--- config.mk ---
export PLATFORM = sky130hd
export DESIGN_NAME = memory_stage_flat
export DESIGN_NICKNAME = d
export VERILOG_FILES = /design/src/rtl/memory_stage_pkg.sv /design/src/rtl/memory_stage_if.sv /design/src/rtl/memory_stage_load_store_align.sv /design/src/rtl/memory_stage.sv /design/src/flat_wrapper.sv
export SDC_FILE = /design/constraint.sdc
export NUM_CORES = 1
export LEC_CHECK = 0
export ABC_AREA = 1
export CAP_MARGIN = 10
export CORE_ASPECT_RATIO = 0.5
export CORE_MARGIN = 1.5
export CORE_UTILIZATION = 37
export CTS_CLUSTER_SIZE = 40
export DETAILED_ROUTE_END_ITERATION = 16
export HOLD_SLACK_MARGIN = 0.06
export PLACE_DENSITY = 0.86
export SETUP_SLACK_MARGIN = 0.4
export SLEW_MARGIN = 20
export SYNTH_ARGS = -nofsm -noshare
export SYNTH_HDL_FRONTEND = slang
export SYNTH_SLANG_ARGS = --single-unit
--- constraint.sdc ---
create_clock -name clk -period 2.1 [get_ports clk]
set_input_delay 0.315 -clock clk [delete_from_list [all_inputs] [get_ports clk]]
set_output_delay 0.315 -clock clk [all_outputs]
set_load 0.02 [all_outputs]
--- src/rtl/memory_stage_pkg.sv ---
// Shared types and encodings for the MEM stage: FSM states, address modes,
// result-source selects and a byte sign-extension helper.
package mem_pkg;

    typedef enum logic [1:0] {
        ST_IDLE = 2'd0,
        ST_REQ  = 2'd1,
        ST_WAIT = 2'd2
    } state_e;

    localparam logic ADDR_WORD = 1'b0;
    localparam logic ADDR_BYTE = 1'b1;

    localparam logic [1:0] RESULT_ALU = 2'b00;
    localparam logic [1:0] RESULT_MEM = 2'b01;
    localparam logic [1:0] RESULT_PC4 = 2'b10;

    function automatic logic [31:0] sext8(input logic [7:0] b);
        return {{24{b[7]}}, b};
    endfunction

endpackage

--- src/rtl/memory_stage_if.sv ---
// Data-memory port: request/ready for the command, rvalid for load data.
// The stage is the master; the memory model or controller is the slave.
interface memory_stage_if #(
    parameter int DW = 32
);
    logic          mem_req;
    logic          mem_we;
    logic [DW-1:0] mem_addr;
    logic [DW-1:0] mem_wdata;
    logic [3:0]    mem_wstrb;
    logic          mem_ready;
    logic          mem_rvalid;
    logic [DW-1:0] mem_rdata;

    modport master (
        output mem_req, mem_we, mem_addr, mem_wdata, mem_wstrb,
        input  mem_ready, mem_rvalid, mem_rdata
    );

    modport slave (
        input  mem_req, mem_we, mem_addr, mem_wdata, mem_wstrb,
        output mem_ready, mem_rvalid, mem_rdata
    );
endinterface

--- src/rtl/memory_stage_load_store_align.sv ---
// Byte-lane steering for stores and lane select + sign-extension for loads.
// Purely combinational; word mode passes data straight through.
module load_store_align
    import mem_pkg::*;
(
    input  logic        i_addr_mode,
    input  logic [1:0]  i_byte_off,
    input  logic [31:0] i_store_dat,
    input  logic [31:0] i_load_dat,
    output logic [31:0] o_wdata,
    output logic [3:0]  o_wstrb,
    output logic [31:0] o_load_ext
);

    always_comb begin
        o_wdata    = i_store_dat;
        o_wstrb    = 4'hF;
        o_load_ext = i_load_dat;
        if (i_addr_mode == ADDR_BYTE) begin
            // Byte stores replicate the byte on every lane; the strobe picks the target.
            o_wdata = {4{i_store_dat[7:0]}};
            o_wstrb = 4'b0001 << i_byte_off;
            case (i_byte_off)
                2'd0:    o_load_ext = sext8(i_load_dat[7:0]);
                2'd1:    o_load_ext = sext8(i_load_dat[15:8]);
                2'd2:    o_load_ext = sext8(i_load_dat[23:16]);
                default: o_load_ext = sext8(i_load_dat[31:24]);
            endcase
        end
    end

endmodule

--- src/rtl/memory_stage.sv ---
// MEM stage: one data-memory transaction per load/store, stalls upstream while
// it is outstanding, and holds the MEM/WB register (bubbles while stalled).
module memory_stage
    import mem_pkg::*;
#(
    parameter int DATA_WIDTH = 32
) (
    input  logic                  clk,
    input  logic                  rst_n,

    input  logic                  RegWriteM,
    input  logic                  MemWriteM,
    input  logic                  MemReadM,
    input  logic [1:0]            ResultSrcM,
    input  logic [4:0]            RdM,
    input  logic [DATA_WIDTH-1:0] ALUResultM,
    input  logic [DATA_WIDTH-1:0] WriteDataM,
    input  logic [DATA_WIDTH-1:0] PCPlus4M,
    input  logic                  AddrModeM,

    memory_stage_if.master        mem,

    output logic                  StallM,

    output logic                  RegWriteW,
    output logic [1:0]            ResultSrcW,
    output logic [4:0]            RdW,
    output logic [DATA_WIDTH-1:0] ALUResultW,
    output logic [DATA_WIDTH-1:0] ReadDataW,
    output logic [DATA_WIDTH-1:0] PCPlus4W
);

    localparam logic [1:0] IDLE = ST_IDLE;
    localparam logic [1:0] REQ  = ST_REQ;
    localparam logic [1:0] WAIT = ST_WAIT;

    logic [1:0]            r_state;
    logic [1:0]            w_next;
    logic                  w_access;
    logic                  w_store;
    logic                  w_req;
    logic                  w_complete;
    logic [DATA_WIDTH-1:0] w_wdata;
    logic [3:0]            w_wstrb;
    logic [DATA_WIDTH-1:0] w_load_ext;

    // A simultaneous read and write request is treated as a load.
    assign w_access = MemReadM | MemWriteM;
    assign w_store  = MemWriteM & ~MemReadM;

    load_store_align u_align (
        .i_addr_mode (AddrModeM),
        .i_byte_off  (ALUResultM[1:0]),
        .i_store_dat (WriteDataM),
        .i_load_dat  (mem.mem_rdata),
        .o_wdata     (w_wdata),
        .o_wstrb     (w_wstrb),
        .o_load_ext  (w_load_ext)
    );

    always_comb begin
        w_req      = 1'b0;
        w_complete = 1'b0;
        w_next     = r_state;
        case (r_state)
            IDLE: begin
                if (w_access) begin
                    w_req = 1'b1;
                    if (mem.mem_ready) begin
                        w_complete = w_store;
                        w_next     = w_store ? IDLE : WAIT;
                    end else begin
                        w_next = REQ;
                    end
                end
            end
            REQ: begin
                w_req = 1'b1;
                if (mem.mem_ready) begin
                    w_complete = w_store;
                    w_next     = w_store ? IDLE : WAIT;
                end
            end
            WAIT: begin
                if (mem.mem_rvalid) begin
                    w_complete = 1'b1;
                    w_next     = IDLE;
                end
            end
            default: w_next = IDLE;
        endcase
    end

    always_ff @(posedge clk) begin
        if (!rst_n) begin
            r_state <= IDLE;
        end else begin
            r_state <= w_next;
        end
    end

    // Control outputs are forced low while reset is asserted, whatever the inputs.
    assign mem.mem_req   = rst_n & w_req;
    assign mem.mem_we    = rst_n & w_req & w_store;
    assign mem.mem_wstrb = (rst_n & w_req & w_store) ? w_wstrb : 4'h0;
    assign mem.mem_addr  = {ALUResultM[DATA_WIDTH-1:2], 2'b00};
    assign mem.mem_wdata = w_wdata;

    assign StallM = rst_n & w_access & ~w_complete;

    always_ff @(posedge clk) begin
        if (!rst_n || StallM) begin
            RegWriteW  <= 1'b0;
            ResultSrcW <= 2'b00;
            RdW        <= 5'd0;
            ALUResultW <= '0;
            ReadDataW  <= '0;
            PCPlus4W   <= '0;
        end else begin
            RegWriteW  <= RegWriteM;
            ResultSrcW <= ResultSrcM;
            RdW        <= RdM;
            ALUResultW <= ALUResultM;
            ReadDataW  <= MemReadM ? w_load_ext : '0;
            PCPlus4W   <= PCPlus4M;
        end
    end

endmodule
--- src/flat_wrapper.sv ---
// flat-port wrapper written by rule: the top's interface ports become plain ports
module memory_stage_flat import mem_pkg::*;
#(
    parameter int DATA_WIDTH = 32
)
  (clk, rst_n, RegWriteM, MemWriteM, MemReadM, ResultSrcM, RdM, ALUResultM, WriteDataM, PCPlus4M, AddrModeM, StallM, RegWriteW, ResultSrcW, RdW, ALUResultW, ReadDataW, PCPlus4W, mem_mem_req, mem_mem_we, mem_mem_addr, mem_mem_wdata, mem_mem_wstrb, mem_mem_ready, mem_mem_rvalid, mem_mem_rdata);
  memory_stage_if mem_i ();
  input  logic clk;
  input  logic rst_n;
  input  logic RegWriteM;
  input  logic MemWriteM;
  input  logic MemReadM;
  input  logic [1:0] ResultSrcM;
  input  logic [4:0] RdM;
  input  logic [DATA_WIDTH-1:0] ALUResultM;
  input  logic [DATA_WIDTH-1:0] WriteDataM;
  input  logic [DATA_WIDTH-1:0] PCPlus4M;
  input  logic AddrModeM;
  output logic StallM;
  output logic RegWriteW;
  output logic [1:0] ResultSrcW;
  output logic [4:0] RdW;
  output logic [DATA_WIDTH-1:0] ALUResultW;
  output logic [DATA_WIDTH-1:0] ReadDataW;
  output logic [DATA_WIDTH-1:0] PCPlus4W;
  output wire logic [$bits(mem_i.mem_req)-1:0] mem_mem_req;
  output wire logic [$bits(mem_i.mem_we)-1:0] mem_mem_we;
  output wire logic [$bits(mem_i.mem_addr)-1:0] mem_mem_addr;
  output wire logic [$bits(mem_i.mem_wdata)-1:0] mem_mem_wdata;
  output wire logic [$bits(mem_i.mem_wstrb)-1:0] mem_mem_wstrb;
  input wire logic [$bits(mem_i.mem_ready)-1:0] mem_mem_ready;
  input wire logic [$bits(mem_i.mem_rvalid)-1:0] mem_mem_rvalid;
  input wire logic [$bits(mem_i.mem_rdata)-1:0] mem_mem_rdata;
  assign mem_mem_req = mem_i.mem_req;
  assign mem_mem_we = mem_i.mem_we;
  assign mem_mem_addr = mem_i.mem_addr;
  assign mem_mem_wdata = mem_i.mem_wdata;
  assign mem_mem_wstrb = mem_i.mem_wstrb;
  assign mem_i.mem_ready = mem_mem_ready;
  assign mem_i.mem_rvalid = mem_mem_rvalid;
  assign mem_i.mem_rdata = mem_mem_rdata;
  memory_stage #(.DATA_WIDTH(DATA_WIDTH)) u_core (.clk(clk), .rst_n(rst_n), .RegWriteM(RegWriteM), .MemWriteM(MemWriteM), .MemReadM(MemReadM), .ResultSrcM(ResultSrcM), .RdM(RdM), .ALUResultM(ALUResultM), .WriteDataM(WriteDataM), .PCPlus4M(PCPlus4M), .AddrModeM(AddrModeM), .mem(mem_i), .StallM(StallM), .RegWriteW(RegWriteW), .ResultSrcW(ResultSrcW), .RdW(RdW), .ALUResultW(ALUResultW), .ReadDataW(ReadDataW), .PCPlus4W(PCPlus4W));
endmodule
# Yosys cells after proc, flatten, opt, wreduce, memory -nomap -nowiden
# Cells that the tools add are included.
# word_totals
regBits	106
output_inout_bits	175
wordCells	46
mem_bits_rw	0
romBits	0
n_memories	0
latchBits	0
inputBits	143
# classes
n_shift	1
n_div	0
n_eq_ne	7
n_lt_le_gt_ge	0
n_mul	0
reduce_logical	6
addsub	0
mux	17
bitwise	8
# op_table
cell	count
case mux 32 bit (3 select lines)	1
2-to-1 mux 32 bit	2
2-to-1 mux 2 bit	5
2-to-1 mux 4 bit	2
case mux 2 bit (3 select lines)	1
AND 1 bit	5
== test 2 x 1 -> 1 bit, second input constant	2
== test 2 bit, second input constant	2
logical NOT 2 bit	2
2-to-1 mux 1 bit	4
!= test 2 bit, second input constant	2
<< shifter 1 x 2 -> 4 bit, first input constant	1
case mux 1 bit (3 select lines)	1
AND reduction 3 bit	1
!= test 2 x 1 -> 1 bit, second input constant	1
NOT 1 bit	2
case mux 1 bit (2 select lines)	1
OR reduction 2 bit	1
logical NOT 1 bit	1
logical OR 1 bit	1
bitwise OR 1 bit	1

# Longest topological paths before layout
# Gate-level depths: netlist of run 1.
# depth
depth_word	9
ltp_mapped	7
ltp_nobuf	6

# By module
# A second synthesis of run 1 with hierarchy kept.
# hier_totals
cells_unflattened	599
hier_area_um2	4321.6
# by_module_without_submodules
module	n_inst	cells_each	seq_area_each_um2	area_each_um2
memory_stage	1	394	2122.0	3409.5
load_store_align	1	205	0.0	912.1

# Worst setup path after synthesis of run 1
# No wires, ideal clock.
# synth_timing
kind	input -> output
start	input MemWriteM
end	output mem_mem_wstrb[3]
arrival_time_ps	1347
slack_ps	438
required_ps	1785
cell_stages	6
n_path_buf	0
cell_sequence	nor2_1 nand2_1 nand3_1 nor2_1 inv_1 a21oi_1
# synth_via
elab_chain_len	6
word_cells_on_any_way	7
classes_between	3 x mux; 4 x bitwise
# synth_lines
item	line	rtl
start: declaration	flat_wrapper.sv:11	input logic MemWriteM;
bitwise OR 1 bit	memory_stage.sv:48	assign w_access = MemReadM | MemWriteM;
2-to-1 mux 1 bit	memory_stage.sv:67	if (w_access) begin
case mux 1 bit (2 select lines)	memory_stage.sv:65	case (r_state)
AND 1 bit	n/a	
AND 1 bit (*)	n/a	
via mem_mem_we	flat_wrapper.sv:27	output wire logic [$bits(mem_i.mem_we)-1:0] mem_mem_we;
2-to-1 mux 4 bit (*)	memory_stage.sv:105	assign mem.mem_wstrb = (rst_n & w_req & w_store) ? w_wstrb : 4'h0;
end: declaration	flat_wrapper.sv:30	output wire logic [$bits(mem_i.mem_wstrb)-1:0] mem_mem_wstrb;
# The timed path passes the listed nets; every way through them passes the cells marked *.

# Worst setup path after layout of run 1
# layout_timing
start	input ALUResultM[1]
end	output mem_mem_wstrb[1]
# layout_via
elab_chain_len	3
# layout_lines
item	line	rtl
start: declaration	flat_wrapper.sv:15	input logic [DATA_WIDTH-1:0] ALUResultM;
<< shifter 1 x 2 -> 4 bit	memory_stage_load_store_align.sv:22	o_wstrb = 4'b0001 << i_byte_off;
2-to-1 mux 4 bit	memory_stage_load_store_align.sv:19	if (i_addr_mode == ADDR_BYTE) begin
2-to-1 mux 4 bit	memory_stage.sv:105	
# Every way passes these cells.

==> out/qor.csv, run 1 <==
metric,value,unit
status,finished clean,
initial_utilization,0.386,
cts_made_buffers,9,
power,5.08,mW
synth_area,4300,um^2
area_delta_synth_final,79.3,%
ys_ff_latch,106,
h-tree-depth,3,
drv_cap,0,
hold_violations,0,
worstPathRequired,1.78,ns
drive_above_1_share,0.0917,
placed_cell_area,7380,um^2
final_nets,1021,
fp.dieH,79.2,um
whs,0.437,ns
antenna_found_initial,1,
yosys_warnings,0,
rsz0062_at_grt,true,
vias,4456,
cts_buffer_depth,2,
boundaryPins,318,
cts.sinks,106,
clockRootBuffer,clkbuf_16,
grt_pass1_vias,4300,
worstHoldPathType,in -> reg,
fin_skew,0.00324,ns
seq_area_frac_synth,0.493,
synth_area_per_cell,7.35,um^2
startpoint_type,input pin,
clock_latency,0.33,ns
cp_max_fo,9,
postRouteAntennaNets,0,
drv_slew,0,
routed_wl,14000,um
fin_crit,1.67,ns
worst_slack,0.431,ns
grt_pass1_wl,20800,um
p_leak,3.73,nW
syn_inst,585,
die_x,155,um
final_common_cell,clkdlybuf4s50_1,
fin_area,7710,um^2
pre_cts_slack,-0.429,ns
critPathKind,in -> out,
arrival,1.35,ns
end_kind,primary output,
remaining_drc_errors,0,
final_cell_mix,"clkdlybuf4s50_1, nor2_1, inv_1, dfxtp_1, nand2_1",
drt_iter0_markers,223,
fmax,0.599,GHz
wl_per_cell,13.6,um
path_clk_slew,0.07,ns
dp_hpwl,11000,um
dieArea,12300,um^2
tns,0,ns
grt_max_degree,43,
dr.pass1.iters,4,
fillCellCount,912,
io_buffers,315,
ys_types,22,
cts_tree,built,
ctsHoldBuffers,0,
powerDensity,659,nW/um^2
core,11100,um^2
vias_per_cell,4.33,
track_usage,0.217,
overflow,0,
gp_congestion,0.839,
rows,27,
ir_drop,422,uV
final-setup-viol-count,0,
timing.final.crit_share,0.795,
timing repair:
item | in CTS | in global routing
endpoints found under the hold margin | 0 | 0
endpoints found under the setup margin | 83 | 45
buffers inserted | 7 | 0
cloned | 0 | 1
resized for setup | 101 | 30
pin swaps | 3 | 4
report_power, final:
| group | internal, mW | switching [mW] |
|---|---|---|
| logic | 0.628 | 0.634 |
| registers | 2.12 | 0.0281 |
| clock network | 0.932 | 0.739 |
| total | 3.68 | 1.40 |
state kept, by name, indices dropped and copies added, names as in the netlist:
register           count
u_core.ReadDataW      32
u_core.ResultSrcW      2
u_core.PCPlus4W       32
u_core.RegWriteW       1
u_core.RdW             5
u_core.ALUResultW     32
u_core.r_state         2
path summary, 6_finish.rpt:
| path | start | endpoint | slack, ns | cells after the start |
|---|---|---|---|---|
| hold reg to reg | u_core.r_state[0]$_SDFFE_PN0P_ | u_core.r_state[1]$_SDFFE_PN0P_ | 0.62 | 3 |
| hold / removal | rst_n | u_core.r_state[0]$_SDFFE_PN0P_ | 0.44 | 3 |
| setup reg to reg | u_core.r_state[0]$_SDFFE_PN0P_ | u_core.r_state[1]$_SDFFE_PN0P_ | 0.44 | 12 |
| setup / recovery | ALUResultM[1] | mem_mem_wstrb[1] | 0.43 | 6 |
cell usage after synthesis, drive strengths merged:
cell / count / area (um^2)
clkbuf: 4 / 15.0
nand3b: 1 / 7.51
conb: 1 / 3.75
nand3: 21 / 120
nor2: 163 / 638
buf: 62 / 477
nand2: 69 / 269
a21oi: 36 / 180
inv: 114 / 428
o21ai: 8 / 40.0
dfxtp: 106 / 2120
metal layers:
layer | share of wire | wire (um) | global-route usage
met2 | 0.55 | 7700 | 0.441
met4 | 0.033 | 463 | 0.0848
met1 | 0.34 | 4750 | 0.203
met3 | 0.078 | 1090 | 0.0693
met5 | 0 | 0 | 0
kinds of logic after synthesis:
kind of cell,count (synthesis),synth area share
AOI/OAI and AO/OA,44,0.0512
buffers and inverters,180,0.214
DFF,106,0.493
other,1,0.000872
and+or+nand+nor,254,0.241
metrics by stage:
step                 util  std cells
floorplan               -        586
global placement    0.662       1004
detailed placement  0.662       1004
CTS                 0.687       1027
global route        0.692       1029
finish              0.692       1029
layout make-up:
class                      count  area [um^2]  area share
clock buffer                   9          225      0.0292
inverter                     114          428      0.0555
sequential                   106         2120       0.275
clock inverter                 7         80.1      0.0104
timing repair buffer         346         3350       0.434
antenna                        1         2.50    0.000325
multi-input combinational    301         1330       0.172
tap                          145          181      0.0235
worst max-delay path, stage by stage:
cell,delay [ns]
clkdlybuf4s50_1,0.50
buf_12,0.15
inv_2,0.04
a21oi_2,0.13
nor2_1,0.06
buf_2,0.15
Note: power is estimated with default switching activity, not from simulation.
==> run 2: changes to the inputs <==
--- a/config.mk
+++ b/config.mk
@@ -9,11 +9,11 @@
 export CAP_MARGIN = 10
 export CORE_ASPECT_RATIO = 0.5
 export CORE_MARGIN = 1.5
-export CORE_UTILIZATION = 37
+export CORE_UTILIZATION = 34
 export CTS_CLUSTER_SIZE = 40
 export DETAILED_ROUTE_END_ITERATION = 16
 export HOLD_SLACK_MARGIN = 0.06
-export PLACE_DENSITY = 0.86
+export PLACE_DENSITY = 0.8
 export SETUP_SLACK_MARGIN = 0.4
 export SLEW_MARGIN = 20
 export SYNTH_ARGS = -nofsm -noshare
==> constraint.sdc (replaced) <==
create_clock -name clk -period 1.7 [get_ports clk]
set_input_delay 0.255 -clock clk [delete_from_list [all_inputs] [get_ports clk]]
set_output_delay 0.255 -clock clk [all_outputs]
set_load 0.02 [all_outputs]
==> out/qor.csv, run 2 (synthesized netlist as in run 1, its figures left out) <==
metric,value,unit,change
vias,4766,,+7.0%
met2_length,9180,um,+19%
remaining_drc_errors,0,,unchanged
fillCellCount,954,,+4.6%
clockRootBuffer,clkbuf_16,,
boundaryPins,318,,unchanged
grt_pass1_wl,23800,um,+15%
timing.final.crit_share,0.966,,
arrival,1.87,ns,+0.52 ns
grt_max_degree,33,,-23%
ctsHoldBuffers,0,,unchanged
drive_above_1_share,0.253,,+0.162
drv_cap,0,,unchanged
path_clk_slew,0.07,ns,about the same
seq_power_share,0.403,,-0.019
dieArea,13400,um^2,+8.6%
hold_violations,0,,unchanged
worstHoldPathType,in -> reg,,
whs,0.431,ns,-0.00667 ns
antenna_found_initial,0,,-1
cts.sinks,106,,unchanged
critPathKind,reg -> reg,,
top_regs,"u_core.ALUResultW (32), u_core.PCPlus4W (32), u_core.ReadDataW (32)",,
overflow,0,,unchanged
tns,0,ns,unchanged
track_usage,0.236,,+0.0185
area_delta_synth_final,93.1,%,
ir_drop,557,uV,+32%
end_kind,register,,
critPathMaxStageDelay,0.32,ns,-0.18 ns
fin_skew,0.00509,ns,+0.00184 ns
cts_buffer_depth,2,,unchanged
pre_cts_slack,-0.635,ns,-0.206 ns
wl_per_cell,15.8,um,+16%
final_common_cell,clkdlybuf4s50_1,,
p_leak,4.40,nW,+18%
powerDensity,791,nW/um^2,+20%
crit_path_frequent_cell,buf_4,,
clkPwrFrac,0.323,,-0.006
io_buffers,315,,unchanged
wl_met3,1230,um,+13%
slowest_stage,dfxtp_2,,
crit_family,buffers and inverters,,
rsz0062_at_grt,true,,
fmax,0.609,GHz,
path_buf_inv,8,,+4
worstPathRequired,1.93,ns,+0.15 ns
clock_latency,0.34,ns,about the same
cts_made_buffers,9,,unchanged
swShare,0.282,,+0.00622
power,6.57,mW,+29%
final-setup-viol-count,0,,unchanged
cp_cell_sequence,"inv_2, nand2_4, buf_4, buf_4, buf_4, buf_4, buf_4, buf_4, buf_4, nand3_2, a21oi_2",,
comb_power_share,0.274,,+0.025
postRouteAntennaNets,0,,unchanged
highest_layer,met4,,
dr.pass1.iters,5,,+1
power.internal,4.72,mW,+28%
vias_per_cell,4.43,,+2.2%
diodes,0,,-1
die_x,162,um,+4.2%
fin_area,8300,um^2,+7.7%
wl_met1,6040,um,+27%
cts_tree,built,,
placed_cell_area,7520,um^2,+1.9%
startpoint_type,register,,
r2r_slack,0.06,ns,-0.38 ns
drv_slew,0,,unchanged
rows,28,,+3.7%
dp_hpwl,11300,um,+2.4%
status,finished clean,,
core,12100,um^2,+8.4%
gp_congestion,0.823,,-1.9%
h-tree-depth,3,,unchanged
fp.dieH,82.5,um,+4.2%
routed_wl,17100,um,+22%
seq_area,2120,um^2,about the same
final_cell_mix,"clkdlybuf4s50_1, nor2_1, dlygate4sd2_1, inv_1, dfxtp_1",,
final_nets,1050,,+2.8%
p_switching,1.85,mW,+32%
initial_utilization,0.356,,-0.0299
grt_pass1_vias,4618,,+7.4%
fin_crit,1.64,ns,
cp_max_fo,2,,-7
worst_slack,0.0575,ns,-0.373 ns
multi_input_area,1570,um^2,+19%
drt_iter0_markers,313,,+40%
[run 2: what timing repair did]
item | in CTS | in global routing
resized for setup | 402 | 112
setup buffers | 15 | 2
gates cloned | 11 | 0
pin swaps | 8 | 8
endpoints found under the setup margin | 277 | 148
[run 2: final cells by class]
| type | instances | area share |
|---|---|---|
| sequential | 106 | 0.256 |
| clock buffer | 12 | 0.0309 |
| tap | 165 | 0.0249 |
| timing repair buffer | 375 | 0.441 |
| clock inverter | 4 | 0.00588 |
| inverter | 114 | 0.0518 |
| multi-input combinational | 301 | 0.190 |
[run 2: worst register-to-register path, delay by kind of cell (launching register included)]
family / cells / cell delay (ns)
and+or+nand+nor: 2 / 0.16
AOI/OAI and AO/OA: 1 / 0.07
buffers and inverters: 8 / 1.00
DFF: 1 / 0.32
[run 2: path summary, 6_finish.rpt]
path,from,end,depth (start not counted)
max,u_core.r_state[0]$_SDFFE_PN0P_,u_core.r_state[1]$_SDFFE_PN0P_,11
max reg2reg,u_core.r_state[0]$_SDFFE_PN0P_,u_core.r_state[1]$_SDFFE_PN0P_,11
min,PCPlus4M[25],u_core.PCPlus4W[25]$_SDFF_PP0_,3
min reg2reg,u_core.r_state[1]$_SDFFE_PN0P_,u_core.r_state[1]$_SDFFE_PN0P_,2
[run 2: power groups by stage]
stage | Sequential (mW) | Combinational (mW) | Clock, mW
after CTS | 2.65 | 1.70 | 2.14
after floorplan | 2.87 | 0.591 | 0
after detailed placement | 2.71 | 1.63 | 0
final | 2.65 | 1.80 | 2.12
after global routing | 2.66 | 1.91 | 2.26
after global placement | 2.70 | 1.61 | 0
[run 2: metrics by stage]
step           instances   util
5_1_grt             1077  0.687
6_report            1077  0.687
2_1_floorplan        586      -
4_1_cts             1075  0.671
3_3_place_gp        1033  0.622
3_5_place_dp        1033  0.622
[run 2: metal layers]
layer	GRT usage	vias to the layer above
met1	0.239	2164
li1	-	2307
met2	0.466	241
met3	0.0664	54
met4	0.101	0
met5	0	-
==> run 3: changes to the inputs <==
--- a/config.mk
+++ b/config.mk
@@ -15,7 +15,6 @@
 export HOLD_SLACK_MARGIN = 0.06
 export PLACE_DENSITY = 0.8
 export SETUP_SLACK_MARGIN = 0.4
-export SLEW_MARGIN = 20
 export SYNTH_ARGS = -nofsm -noshare
 export SYNTH_HDL_FRONTEND = slang
 export SYNTH_SLANG_ARGS = --single-unit
==> results of run 3 <==
The final DEF is identical to that of run 2; final timing and power are the same.
